### src/rtl/pkt_sort_pkg.sv
// rtl/pkt_sort_pkg.sv - shared sort direction encodings and element-width helper
package pkt_sort_pkg;

   localparam logic DIR_ASC  = 1'b0;
   localparam logic DIR_DESC = 1'b1;

   function automatic int elem_width(input int key_width, input int payload_width);
      return key_width + payload_width;
   endfunction

endpackage

### src/rtl/bitonic_cmp_swap.sv
// rtl/bitonic_cmp_swap.sv - combinational key compare-exchange cell, payload rides along
module bitonic_cmp_swap
   import pkt_sort_pkg::*;
#(
   parameter int KEY_WIDTH     = 8,
   parameter int PAYLOAD_WIDTH = 8,
   parameter int EW            = elem_width(KEY_WIDTH, PAYLOAD_WIDTH)
) (
   input  logic [EW-1:0] a,
   input  logic [EW-1:0] b,
   input  logic          dir,
   output logic [EW-1:0] lo,
   output logic [EW-1:0] hi
);

   logic [KEY_WIDTH-1:0] key_a;
   logic [KEY_WIDTH-1:0] key_b;
   logic                 swap;

   assign key_a = a[EW-1 -: KEY_WIDTH];
   assign key_b = b[EW-1 -: KEY_WIDTH];

   // strict compares so equal keys never move
   always_comb begin
      swap = 1'b0;
      if (dir == DIR_ASC) swap = (key_a > key_b);
      else                swap = (key_a < key_b);
   end

   assign lo = swap ? b : a;
   assign hi = swap ? a : b;

endmodule

### src/rtl/bitonic_merge_kv.sv
// rtl/bitonic_merge_kv.sv - pipelined key/payload bitonic merger with per-vector direction
module bitonic_merge_kv
   import pkt_sort_pkg::*;
#(
   parameter int N             = 16,
   parameter int LOG_N         = 4,
   parameter int KEY_WIDTH     = 8,
   parameter int PAYLOAD_WIDTH = 8
) (
   input  logic                                   clk,
   input  logic                                   reset,
   input  logic                                   in_valid,
   output logic                                   in_ready,
   input  logic                                   in_dir,
   input  logic [N*(KEY_WIDTH+PAYLOAD_WIDTH)-1:0] in_data,
   output logic                                   out_valid,
   input  logic                                   out_ready,
   output logic                                   out_dir,
   output logic [N*(KEY_WIDTH+PAYLOAD_WIDTH)-1:0] out_data
);

   localparam int EW = elem_width(KEY_WIDTH, PAYLOAD_WIDTH);
   localparam int DW = N * EW;

   // element 0 sits in the most significant EW bits of each data word
   logic [DW-1:0]  st_data [LOG_N+1];
   logic [LOG_N:0] st_valid;
   logic [LOG_N:0] st_dir;
   logic [DW-1:0]  cx      [LOG_N];
   logic           en;

   assign en       = !st_valid[LOG_N] || out_ready;
   assign in_ready = en;

   for (genvar s = 0; s < LOG_N; s++) begin : g_stage
      localparam int D = N >> (s + 1);
      for (genvar p = 0; p < N/2; p++) begin : g_cell
         localparam int X = (p / D) * 2 * D + (p % D);
         localparam int Y = X + D;
         bitonic_cmp_swap #(
            .KEY_WIDTH     (KEY_WIDTH),
            .PAYLOAD_WIDTH (PAYLOAD_WIDTH),
            .EW            (EW)
         ) u_cell (
            .a   (st_data[s][(N-1-X)*EW +: EW]),
            .b   (st_data[s][(N-1-Y)*EW +: EW]),
            .dir (st_dir[s]),
            .lo  (cx[s][(N-1-X)*EW +: EW]),
            .hi  (cx[s][(N-1-Y)*EW +: EW])
         );
      end
   end

   // one shared enable: the whole pipe freezes while the output is back-pressured
   always_ff @(posedge clk) begin
      if (reset) begin
         st_valid <= '0;
         st_dir   <= '0;
         for (int s = 0; s <= LOG_N; s++) st_data[s] <= '0;
      end else if (en) begin
         st_valid   <= {st_valid[LOG_N-1:0], in_valid};
         st_dir     <= {st_dir[LOG_N-1:0], in_dir};
         st_data[0] <= in_data;
         for (int s = 0; s < LOG_N; s++) st_data[s+1] <= cx[s];
      end
   end

   assign out_valid = st_valid[LOG_N];
   assign out_dir   = st_dir[LOG_N];
   assign out_data  = st_valid[LOG_N] ? st_data[LOG_N] : '0;

endmodule

### config.mk
export PLATFORM = sky130hd
export DESIGN_NAME = bitonic_merge_kv
export DESIGN_NICKNAME = d
export VERILOG_FILES = /design/src/rtl/pkt_sort_pkg.sv /design/src/rtl/bitonic_cmp_swap.sv /design/src/rtl/bitonic_merge_kv.sv
export SDC_FILE = /design/constraint.sdc
export NUM_CORES = 2
export LEC_CHECK = 0
export CAP_MARGIN = 20
export CORE_MARGIN = 3
export CORE_UTILIZATION = 36
export CTS_BUF_LIST = sky130_fd_sc_hd__clkbuf_4
export DETAILED_ROUTE_END_ITERATION = 16
export GPL_ROUTABILITY_DRIVEN = 0
export SLEW_MARGIN = 20
export SYNTH_ARGS = -nofsm -noshare
export SYNTH_HDL_FRONTEND = slang
export SYNTH_SLANG_ARGS = --single-unit
### constraint.sdc
create_clock -name clk -period 49.8 [get_ports clk]
set_clock_uncertainty 0.05 [all_clocks]
set_input_delay 4.98 -clock clk [delete_from_list [all_inputs] [get_ports clk]]
set_output_delay 4.98 -clock clk [all_outputs]
set_load 0.005 [all_outputs]
==> impl_metrics.json <==
{
  "tightest_slew_ns": 1.111,
  "cts_root_buf": "clkbuf_4",
  "place_hpwl_um": 148900,
  "grt_max_degree": 197,
  "cts_buffers": 355,
  "muxShareOfSynthArea_pct": 15.58,
  "post_cts_resized": 0,
  "cts_tree": "built",
  "avgSynthCellArea_um2": 12.74,
  "synth_area_leaders": "edfxtp_1 58%, mux2i_1 16%, nand2_1 6.0%, and2_1 5.0%, ha_1 4.9%",
  "maxSlewViolCount": 0,
  "synth-edff-count": 1280,
  "clock_latency_ns": 1.34,
  "synth_commonest_cells": "1280 x edfxtp_1, 1056 x nand2_1, 1024 x mux2i_1",
  "clk_path_buf_depth": 4,
  "drive_above_1_share_pct": 11.07,
  "finalHoldViolCount": 0,
  "cp_max_fo": 13,
  "grt_pass1_vias": 41690,
  "yosysWarnings": 0,
  "antenna_found_initial": 13,
  "finalSetupViolCount": 0,
  "min_period_ns": 12.35,
  "async_reset_ff_share_pct": 0,
  "crit_slowest_cell": "nor2b_1",
  "synth_top_family_by_area": "multiplexers",
  "end_kind": "output port",
  "top_level_ports": 520,
  "vias": 42470,
  "placed_cells": 7822,
  "ys_seq_elements": 1290,
  "synthXorXnorAreaFrac_pct": 0,
  "grt_usage_pct": 20.01,
  "status": "finished clean",
  "route.detailed.drc": 0,
  "rsz0062_at_grt": "false",
  "fin_ws_ns": 37.45,
  "power_density_nw_per_um2": 39.52,
  "nFillCells": 17010,
  "period_share_pct": 24.80,
  "dp_worst_setup_slack_ns": 37.47,
  "multi_input_area_um2": 24420,
  "synth_area_um2": 65770,
  "ctsHtreeMaxLevel": 5,
  "io_buffers": 519,
  "postCtsSetupBuffers": 0,
  "worst_setup_path_start_kind": "primary input",
  "regArea_um2": 38650,
  "synth_nets": 5680,
  "cp_slowest_stage_delay_ns": 0.82,
  "dr.pass1.iters": 9,
  "die_x_um": 433.4,
  "p_leak_nw": 32.07,
  "synthAdderAreaFrac_pct": 4.870,
  "synth_most_common_cell": "edfxtp_1",
  "drtAntennaViolNets": 0,
  "grt-ovfl-total": 0,
  "drv_cap": 0,
  "yosys.area.top_type": "edfxtp_1",
  "fmax_ghz": 0.08098,
  "crit_type": "in2out",
  "path_buf_inv": 3,
  "grt_pass1_wl_um": 276500,
  "tns_ns": 0,
  "worstPathRequired_ns": 44.77,
  "area_delta_synth_final_pct": 17.05,
  "worstPathCellList": "clkdlybuf4s50_1 -> nor2b_1 -> clkinv_1 -> clkdlybuf4s50_1",
  "cts_sinks": 1290,
  "max_slew_margin_pct": 25.92,
  "dr.first_iter.drc_count": 4155,
  "synth_cells": 5163,
  "wirelength_um": 191400,
  "cp.arrival_ns": 7.32,
  "ys.flop_type": "edfxtp_1",
  "cpMostUsedCell": "clkdlybuf4s50_1",
  "yosysTopAreaCellShare_pct": 58.44,
  "core_um2": 181100,
  "synth_cell_types": 32,
  "die_h_um": 433.4,
  "ir_worst_vdd_mv": 0.02702,
  "ctsHoldBuffers": 0,
  "nets": 6326,
  "clkTransAtPathRegs_ns": 0.06,
  "critPathTopFamily": "buffers and inverters",
  "avgViaCountPerCell": 5.039,
  "synth-compound-area-share_pct": 3.559,
  "start_util_pct": 36.31,
  "dieArea_um2": 187900,
  "finalNonFillerCells": 8428,
  "synthSimpleGateAreaFrac_pct": 13.10,
  "hold_path_class": "reg2reg",
  "routedWlPerCell_um": 22.71,
  "ys_seq_area_share_pct": 58.75,
  "row_count": 156
}
==> tightest hold or removal path: stages (launching register included) <==
cell and delay, ns:
dfxtp_1 0.31, nand2_1 0.05, a21oi_1 0.05
==> cell usage in the layout (no fill, tap or decap), types with 6 or more instances in the layout <==
cell type	Yosys	routed
o211ai_1	32	32
buf_4	6	53
diode_2	0	6
a21oi_1	69	69
a211o_1	14	13
nor2b_1	33	33
mux2i_1	1024	1024
o21a_1	14	14
nand4_1	64	64
nor2_1	35	34
nor3_2	15	15
nor3_1	17	17
ha_1	256	256
a21o_1	50	50
edfxtp_1	1280	1280
buf_6	9	7
and2_1	526	526
clkinv_1	1	70
clkbuf_4	0	502
clkdlybuf4s50_1	0	519
a211oi_1	32	32
nand2b_1	15	14
inv_1	256	256
and3_4	18	18
clkinv_2	0	21
a311oi_4	18	18
nand2_1	1056	1056
a221oi_4	15	15
nand3_1	18	18
==> metal layers <==
metal  vias to the layer above  global-route usage, %  share of wire (%)
met5                         -                      0              0.028
met4                         8                  7.099                3.0
met3                       307                  4.004                7.2
met2                      1554                  30.77                 45
met1                     20660                  28.05                 45
li1                      19940                      -                  -
==> where the power goes <==
part	leakage [nW]	switching, mW	internal [mW]
combinational	14.0	0.396	0.337
sequential	15.5	0.0859	1.30
clock	2.56	0.441	0.477
==> metrics by stage <==
stage	hold slack (ns)	instance area (um2)	util [%]	total power, mW
after CTS	0.4075	76940	42.47	3.071
after floorplan	0.3821	65770	-	2.001
after global routing	0.4260	76970	42.50	3.196
after global placement	0.3916	72690	40.13	2.127
final	0.4042	76980	42.50	3.042
after detailed placement	0.3979	72690	40.13	2.145
==> registers in the layout (all words and copies together) (netlist names) <==
signal	flops
st_data	1280
st_dir	5
st_valid	5
==> cell families after synthesis <==
family | Yosys count
compound gates | 247
simple gates | 1797
buf+inv | 549
flops | 1290
mux | 1024
fa+ha+maj | 256
==> final timing paths <==
kind,startpoint,to,slack [ns],cells past startpoint
worst min-delay path,st_dir[4],st_dir[4],0.40,2
worst max register to register,st_valid[4],st_data[0][172],44.23,6
worst max-delay path,out_ready,in_ready,37.45,4
worst min register to register,st_dir[4],st_dir[4],0.40,2
==> layout make-up <==
type | count | area share, %
Tap cell | 2370 | 3.852
Clock inverter | 98 | 0.6241
Clock buffer | 502 | 4.896
Multi-Input combinational cell | 3324 | 31.73
Timing Repair Buffer | 581 | 7.420
Inverter | 257 | 1.253
Sequential cell | 1290 | 50.21
Antenna cell | 6 | 0.01950
(Power assumes the default switching activity.)
